File: config.mk
export PLATFORM = sky130hd
export DESIGN_NAME = coin_acceptor_flat
export DESIGN_NICKNAME = d
export VERILOG_FILES = /design/src/rtl/coin_acceptor_if.sv /design/src/rtl/coin_acceptor.sv /design/src/flat_wrapper.sv
export SDC_FILE = /design/constraint.sdc
export NUM_CORES = 1
export LEC_CHECK = 0
export ABC_AREA = 1
export ABC_CLOCK_PERIOD_IN_PS = 4210
export BUFFER_PORTS_ARGS = -buffer_cell sky130_fd_sc_hd__buf_2
export CAP_MARGIN = 0
export CELL_PAD_IN_SITES_DETAIL_PLACEMENT = 1
export CELL_PAD_IN_SITES_GLOBAL_PLACEMENT = 2
export CORE_UTILIZATION = 33
export DETAILED_ROUTE_END_ITERATION = 6
export GPL_ROUTABILITY_DRIVEN = 0
export PLACE_DENSITY_LB_ADDON = 0.1
export SLEW_MARGIN = 20
export SYNTH_ARGS = -nofsm -noshare
export SYNTH_HDL_FRONTEND = slang
export SYNTH_SLANG_ARGS = --single-unit
File: constraint.sdc
create_clock -name i_clk -period 4.21 [get_ports i_clk]
set_clock_uncertainty 0.1 [all_clocks]
set_input_delay 0.842 -clock i_clk [delete_from_list [all_inputs] [get_ports i_clk]]
set_output_delay 0.842 -clock i_clk [all_outputs]
set_load 0.02 [all_outputs]
File: src/rtl/coin_acceptor_if.sv
// Coin acceptor handshake bundle: coin/cancel inputs from the user side,
// controller status inputs, and paid/change/reject/busy/credit outputs.
interface coin_acceptor_if #(
  parameter int CREDIT_W = 5
);
  logic                i_coin_1;
  logic                i_coin_2;
  logic                i_coin_5;
  logic                i_cancel;
  logic                i_coinreturn;
  logic                i_cycle_done;
  logic                o_coin;
  logic                o_change;
  logic                o_reject;
  logic                o_busy;
  logic [CREDIT_W-1:0] o_credit;

  modport master (
    output i_coin_1,
    output i_coin_2,
    output i_coin_5,
    output i_cancel,
    output i_coinreturn,
    output i_cycle_done,
    input  o_coin,
    input  o_change,
    input  o_reject,
    input  o_busy,
    input  o_credit
  );

  modport slave (
    input  i_coin_1,
    input  i_coin_2,
    input  i_coin_5,
    input  i_cancel,
    input  i_coinreturn,
    input  i_cycle_done,
    output o_coin,
    output o_change,
    output o_reject,
    output o_busy,
    output o_credit
  );
endinterface

File: src/rtl/coin_acceptor.sv
// Coin acceptor: collects 1/2/5 coins up to PRICE, returns change,
// holds paid level until wash done, refunds on cancel or coin return.
// Ports: i_clk, i_rst (async, active-high), bus (coin_acceptor_if.slave).
module coin_acceptor #(
  parameter int PRICE    = 10,
  parameter int CREDIT_W = 5
) (
  input  logic           i_clk,
  input  logic           i_rst,
  coin_acceptor_if.slave bus
);

  typedef enum logic [1:0] {
    COLLECT,
    CHANGE,
    PAID,
    REFUND
  } state_t;

  localparam logic [CREDIT_W:0]   PRICE_S =
    (CREDIT_W+1)'(PRICE);
  localparam logic [CREDIT_W-1:0] PRICE_C =
    CREDIT_W'(PRICE);

  state_t              state_q;
  logic [CREDIT_W-1:0] credit_q;
  logic [CREDIT_W-1:0] count_q;
  logic                reject_q;

  logic [3:0]          val;
  logic [CREDIT_W:0]   sum;
  logic [CREDIT_W:0]   diff;
  logic                coin_any;
  logic                ret;

  always_comb begin
    val = {3'b000, bus.i_coin_1}
        + {2'b00, bus.i_coin_2, 1'b0}
        + (bus.i_coin_5 ? 4'd5 : 4'd0);
    // One extra bit so credit + coin value never wraps.
    sum = {1'b0, credit_q}
        + {{(CREDIT_W-3){1'b0}}, val};
    diff = sum - PRICE_S;
    coin_any = bus.i_coin_1
             | bus.i_coin_2
             | bus.i_coin_5;
  end

  always_ff @(posedge i_clk or posedge i_rst) begin
    if (i_rst) begin
      state_q  <= COLLECT;
      credit_q <= '0;
      count_q  <= '0;
      reject_q <= 1'b0;
    end else begin
      // Coins are only credited while collecting.
      reject_q <= coin_any
                & (state_q != COLLECT);
      unique case (state_q)
        COLLECT: begin
          if (bus.i_cancel) begin
            credit_q <= '0;
            if (sum != '0) begin
              state_q <= REFUND;
              count_q <= sum[CREDIT_W-1:0];
            end
          end else if (sum > PRICE_S) begin
            state_q  <= CHANGE;
            count_q  <= diff[CREDIT_W-1:0];
            credit_q <= '0;
          end else if (sum == PRICE_S) begin
            state_q  <= PAID;
            credit_q <= '0;
          end else begin
            credit_q <= sum[CREDIT_W-1:0];
          end
        end
        CHANGE: begin
          count_q <= count_q - 1'b1;
          if (count_q == CREDIT_W'(1))
            state_q <= PAID;
        end
        PAID: begin
          if (bus.i_cycle_done) begin
            state_q  <= COLLECT;
            credit_q <= '0;
          end else if (bus.i_coinreturn) begin
            state_q <= REFUND;
            count_q <= PRICE_C;
          end
        end
        REFUND: begin
          count_q <= count_q - 1'b1;
          if (count_q == CREDIT_W'(1)) begin
            state_q  <= COLLECT;
            credit_q <= '0;
          end
        end
      endcase
    end
  end

  // Outputs decode from registers only.
  assign ret = (state_q == CHANGE)
             | (state_q == REFUND);

  assign bus.o_coin   = (state_q == PAID);
  assign bus.o_change = ret;
  assign bus.o_busy   = ret;
  assign bus.o_reject = reject_q;

  always_comb begin
    bus.o_credit = credit_q;
    unique case (1'b1)
      (state_q == PAID): bus.o_credit = PRICE_C;
      ret:               bus.o_credit = count_q;
      default:           bus.o_credit = credit_q;
    endcase
  end

endmodule
File: src/flat_wrapper.sv
// flat-port wrapper written by rule: the top's interface ports become plain ports
module coin_acceptor_flat 
#(
  parameter int PRICE    = 10,
  parameter int CREDIT_W = 5
)
  (i_clk, i_rst, bus_i_coin_1, bus_i_coin_2, bus_i_coin_5, bus_i_cancel, bus_i_coinreturn, bus_i_cycle_done, bus_o_coin, bus_o_change, bus_o_reject, bus_o_busy, bus_o_credit);
  coin_acceptor_if #(.CREDIT_W(CREDIT_W)) bus_i ();
  input  logic i_clk;
  input  logic i_rst;
  input wire logic [$bits(bus_i.i_coin_1)-1:0] bus_i_coin_1;
  input wire logic [$bits(bus_i.i_coin_2)-1:0] bus_i_coin_2;
  input wire logic [$bits(bus_i.i_coin_5)-1:0] bus_i_coin_5;
  input wire logic [$bits(bus_i.i_cancel)-1:0] bus_i_cancel;
  input wire logic [$bits(bus_i.i_coinreturn)-1:0] bus_i_coinreturn;
  input wire logic [$bits(bus_i.i_cycle_done)-1:0] bus_i_cycle_done;
  output wire logic [$bits(bus_i.o_coin)-1:0] bus_o_coin;
  output wire logic [$bits(bus_i.o_change)-1:0] bus_o_change;
  output wire logic [$bits(bus_i.o_reject)-1:0] bus_o_reject;
  output wire logic [$bits(bus_i.o_busy)-1:0] bus_o_busy;
  output wire logic [$bits(bus_i.o_credit)-1:0] bus_o_credit;
  assign bus_i.i_coin_1 = bus_i_coin_1;
  assign bus_i.i_coin_2 = bus_i_coin_2;
  assign bus_i.i_coin_5 = bus_i_coin_5;
  assign bus_i.i_cancel = bus_i_cancel;
  assign bus_i.i_coinreturn = bus_i_coinreturn;
  assign bus_i.i_cycle_done = bus_i_cycle_done;
  assign bus_o_coin = bus_i.o_coin;
  assign bus_o_change = bus_i.o_change;
  assign bus_o_reject = bus_i.o_reject;
  assign bus_o_busy = bus_i.o_busy;
  assign bus_o_credit = bus_i.o_credit;
  coin_acceptor #(.PRICE(PRICE), .CREDIT_W(CREDIT_W)) u_core (.i_clk(i_clk), .i_rst(i_rst), .bus(bus_i));
endmodule
Yosys cells after proc, flatten, opt, wreduce, memory -nomap -nowiden --
Index checks and enable logic that the tools add are counted.
Storage, ports and cells: register bits after elaboration 13, input port bits 8, output and inout port bits 9, word-level logic and storage cells 59
Operators by class: mux-type cells 23, add/subtract/negate cells 5, reductions and logical operators 8, bitwise gates (word level) 4, eq/ne operators 14, magnitude comparators 1
Operators with widths (number):
- $mux W5 | 10
- $pmux W5 S3 | 2
- $mux W2 | 8
- $pmux W5 S2 | 1
- $pmux W2 S4 | 1
- $add A5 B4 Y6 | 1
- $eq A6 B4 Y1 const B | 1
- $gt A6 B4 Y1 const B | 1
- $ne A2 B2 Y1 const B | 3
- $ne A3 B2 Y1 const B | 2
- $reduce_bool A6 Y1 | 1
- $eq A5 B1 Y1 const B | 1
- $reduce_and A5 Y1 | 1
- $sub A5 B1 Y5 const B | 1
- $sub A5 B4 Y5 const B | 1
- $add A4 B4 Y4 | 1
- $eq A2 B2 Y1 const B | 2
- $ne A2 B1 Y1 const B | 2
- $ne A4 B2 Y1 const B | 1
- $reduce_and A4 Y1 | 1
- $add A1 B2 Y3 | 1
- $mux W3 | 1
- $ne A3 B3 Y1 const B | 1
- $or A1 B1 Y1 | 3
- other kinds (7) | 7

Longest topological paths before layout --
depth after elaboration 8, mapped depth 15, gate-level depth less buffers 15

Worst setup path after synthesis --
No wires, ideal clock.
path kind input to register, from input bus_i_coin_5, to register u_core.count_q[4], required time 3994 ps, data arrival time 2574 ps, stages on the path 14, slack 1419 ps, setup time 116 ps, path buffers 0, path through ha_1 > ha_1 > inv_1 > fa_1 > inv_1 > nand3_1 > nand3_1 > nand2_2 > nor2_4 > nand2_1 > nor2_2 > nor2_4 > nand2_1 > nand2_1
Between the ends: word-level cells in the longest chain between the ends 7, elaborated cells on any way between the ends 13, classes of those cells add/sub: 3; order compare: 1; eq/ne: 2; mux: 5; reduce/logical: 2
RTL lines:
- start, declared | RTL line flat_wrapper.sv:13 | input wire logic [$bits(bus_i.i_coin_5)-1:0] bus_i_coin_5;
- $mux W3 * | RTL line coin_acceptor.sv:39 | + (bus.i_coin_5 ? 4'd5 : 4'd0);
- $add A4 B4 Y4 * | RTL line coin_acceptor.sv:39
- $add A5 B4 Y6 * | RTL line coin_acceptor.sv:42 | + {{(CREDIT_W-3){1'b0}}, val};
- $sub A5 B4 Y5 | RTL line coin_acceptor.sv:43 | diff = sum - PRICE_S;
- $mux W5 | RTL line coin_acceptor.sv:67 | end else if (sum > PRICE_S) begin
- $mux W5 | RTL line coin_acceptor.sv:61 | if (bus.i_cancel) begin
- $pmux W5 S3 | RTL line coin_acceptor.sv:59 | unique case (state_q)
- end signal, assigned | RTL line coin_acceptor.sv:65 | count_q <= sum[CREDIT_W-1:0];
- end signal, assigned | RTL line coin_acceptor.sv:69 | count_q <= diff[CREDIT_W-1:0];
- end signal, assigned | RTL line coin_acceptor.sv:79 | count_q <= count_q - 1'b1;
- end, declared | RTL line coin_acceptor.sv:27 | logic [CREDIT_W-1:0] count_q;
Mark *: on every way between the ends. The rest lies on a longest branch, timed or not. The select of a mux whose other input is x is not followed. A chain may end at the register's enable or synchronous reset.

Worst setup path after layout --
from input bus_i_coin_5, to register u_core.count_q[0]
Same word-level chain as after synthesis.

==> insert_results.sql <==
INSERT INTO impl_metrics (metric_group, metric, value, unit) VALUES
('grt', 'antenna_found_initial', '0', ''),
('synthesis', 'synth.yosys.warnings', '0', ''),
('cts', 'cts.root.buffer_cell', 'sky130_fd_sc_hd__clkbuf_8', ''),
('cts', 'cts_tree', 'built', ''),
('timing', 'timing.fmax', '336.4', 'MHz'),
('drt', 'num_vias', '1246', ''),
('outcome', 'run_status', 'finished clean', ''),
('cts', 'cts-buffers-inserted', '3', ''),
('synthesis', 'synth_seq_area_share', '26.18', '%'),
('finish', 'antenna-diode-count', '0', ''),
('worst_hold_path', 'timing.hold.worst.class', 'flip-flop to flip-flop', ''),
('drt', 'post-route-drc-count', '0', ''),
('synthesis', 'syn_nets', '203', ''),
('timing', 'fin_hold_ws', '387.1', 'ps'),
('power', 'seqPwrFrac', '21.8', '%'),
('cts', 'clock_insertion_delay_worst_skew', '250', 'ps'),
('synthesis', 'synth_most_common_cell', 'sky130_fd_sc_hd__nand2_1', ''),
('floorplan', 'boundaryPins', '17', ''),
('floorplan', 'die_span_in_x', '63.36', 'um'),
('floorplan', 'initial_utilization', '35.82', '%'),
('cts', 'numClockSinks', '13', ''),
('flow_run', 'cap_violations', '0', ''),
('setup_path', 'crit_path_start_kind', 'input pin', ''),
('power', 'clock_power_share', '10.7', '%'),
('grt', 'grt_first_pass_wirelength', '6361', 'um'),
('drt', 'wl_met1', '1839', 'um'),
('setup_path', 'path_max_fanout', '6', ''),
('placement', 'detailed_place.area', '1364', 'um2'),
('synthesis', 'netlist.top_cell.by_area', 'sky130_fd_sc_hd__dfrtp_1', ''),
('timing', 'fin_crit_sh', '70.61', '%'),
('finish', 'layout-drive-gt1-share', '17.73', '%'),
('cts', 'cts_hold_buf', '0', ''),
('drt', 'topRoutingLayerUsed', 'met4', ''),
('floorplan', 'fp.dieArea', '4014', 'um2'),
('placement', 'place_hpwl', '3057', 'um'),
('finish', 'nets', '222', ''),
('finish', 'fin_area', '1409', 'um2'),
('power', 'cell_internal_power', '0.4853', 'mW'),
('floorplan', 'floorplan.rows', '21', ''),
('synthesis', 'yosys_most_used_dff', 'sky130_fd_sc_hd__dfrtp_1', ''),
('synthesis', 'post_synth_edffs', '0', ''),
('cts', 'cts.clk_slew.worst_paths', '60', 'ps'),
('setup_path', 'worst-endpoint-required', '4250', 'ps'),
('synthesis', 'synth.ff_latch_count', '13', ''),
('timing', 'final_max_slew_viol_count', '0', ''),
('grt', 'grt_max_degree', '14', ''),
('synthesis', 'synthArstFlopShare', '100.0', '%'),
('synthesis', 'synth_cell_type_count', '28', ''),
('power', 'p_leak', '0.7679', 'nW'),
('setup_path', 'cp.arrival', '3010', 'ps'),
('timing', 'period_minus_slack', '2973', 'ps'),
('placement', 'placement.io_buffers', '16', ''),
('finish', 'final_core_util', '40.62', '%'),
('timing', 'setup-violations-final', '0', ''),
('drt', 'routed_via_density', '5.004', ''),
('grt', 'grt.overflow.total', '0', ''),
('power', 'reported_net_switching_power', '0.5835', 'mW'),
('setup_path', 'worstSetupPathType', 'input pin to flip-flop', ''),
('power', 'maximum_resistive_drop_on_vdd', '0.2609', 'mV'),
('setup_path', 'worstSetupEndpointType', 'flip-flop', ''),
('grt', 'first_global_vias', '1287', ''),
('timing', 'rsz0062_at_grt', 'no', ''),
('synthesis', 'syn_area', '1242', 'um2'),
('grt', 'track_usage', '20.67', '%'),
('drt', 'routed-wl-met2', '1672', 'um'),
('power', 'netSwitchingFraction', '54.59', '%'),
('synthesis', 'synth.area.top_cells', 'sky130_fd_sc_hd__dfrtp_1 26%, sky130_fd_sc_hd__nand2_1 15%, sky130_fd_sc_hd__inv_1 9.7%', ''),
('cts', 'post_cts.repair.setup_buffers', '0', ''),
('cts', 'cts_resized', '0', ''),
('cts', 'cts.htree.levels', '1', ''),
('floorplan', 'area_of_the_placeable_core', '3468', 'um2');
[path summary, 6_finish.rpt]
kind                                    startpoint             endpoint  slack (ps)  depth (start not counted)
worst min register to register   u_core.count_q[1]    u_core.count_q[1]         390                          2
worst max register to register  u_core.credit_q[0]    u_core.count_q[0]        1860                         10
worst max-delay path                  bus_i_coin_5    u_core.count_q[0]        1240                         12
max in group asynchronous                    i_rst    u_core.state_q[1]        3140                          2
min in group asynchronous                    i_rst  u_core.bus.o_reject         520                          2
worst min-delay path             u_core.count_q[1]    u_core.count_q[1]         390                          2
[cell type report]
| class | count | area (um2) |
|---|---|---|
| Fill cell | 473 | 2059 |
| Multi-Input combinational cell | 136 | 770.7 |
| Sequential cell | 13 | 325.3 |
| Inverter | 34 | 130.1 |
| Timing Repair Buffer | 16 | 80.08 |
| Tap cell | 46 | 57.56 |
| Clock buffer | 4 | 45.04 |
[critical path, stage by stage]
cell                      delay (ps)
sky130_fd_sc_hd__buf_2           120
sky130_fd_sc_hd__ha_1            210
sky130_fd_sc_hd__ha_1            310
sky130_fd_sc_hd__inv_1            60
sky130_fd_sc_hd__fa_1            690
sky130_fd_sc_hd__inv_1           110
sky130_fd_sc_hd__nand3_1         100
sky130_fd_sc_hd__nand3_1         130
sky130_fd_sc_hd__nand3_1          90
sky130_fd_sc_hd__nand3_1         170
sky130_fd_sc_hd__nand2_1         110
sky130_fd_sc_hd__nand2_1          60
[layout by cell type, fill, tap and decap left out, drive strengths merged]
| cell | count |
|---|---|
| dfrtp | 13 |
| nand4 | 1 |
| or2 | 1 |
| a22oi | 1 |
| o21ai | 5 |
| a211oi | 1 |
| inv | 34 |
| fa | 1 |
| o22ai | 7 |
| xnor2 | 1 |
| nor2 | 23 |
| xor2 | 1 |
| o211ai | 1 |
| o2111ai | 1 |
| buf | 16 |
| nand3 | 20 |
| nand2 | 56 |
| ha | 9 |
| clkbuf | 4 |
| a21oi | 6 |
| nand3b | 1 |
[metal layers]
| metal | vias to the layer above | track usage [%] |
|---|---|---|
| li1 | 622 | - |
| met1 | 597 | 30.09 |
| met2 | 22 | 32.05 |
| met3 | 5 | 3.623 |
| met4 | 0 | 3.409 |
| met5 | - | 0 |
[power by group through the flow]
stage	logic [mW]	registers [mW]	clock network, mW
floorplan	0.534	0.221	0
global placement	0.712	0.231	0
detailed placement	0.722	0.234	0
CTS	0.728	0.232	0.117
global route	0.819	0.241	0.125
finish	0.722	0.233	0.115
[stage by stage]
step	power, mW	cells	setup WS [ps]
3_5_place_dp	0.9560	245	971.8
5_1_grt	1.185	249	1040
4_1_cts	1.077	249	1225
2_1_floorplan	0.7546	185	1420
3_3_place_gp	0.9428	245	1035
6_report	1.069	249	1237
[cells by family (layout without fill, tap and decap cells)]
kind of cell	after synthesis	after routing	synth area share [%]
buffers and inverters	36	54	11.78
DFF	13	13	26.18
xor gates and xnor gates	2	2	1.410
AOI/OAI and AO/OA	22	22	11.48
and+or+nand+nor	102	102	38.47
adders and majority gates	10	10	10.67
[state kept, by name, summed over array words and instances, names as in the netlist]
signal / count
u_core.count_q: 5
u_core.credit_q: 5
u_core.state_q: 2
u_core.bus.o_reject: 1
Note: power is estimated with default switching activity, not from simulation.
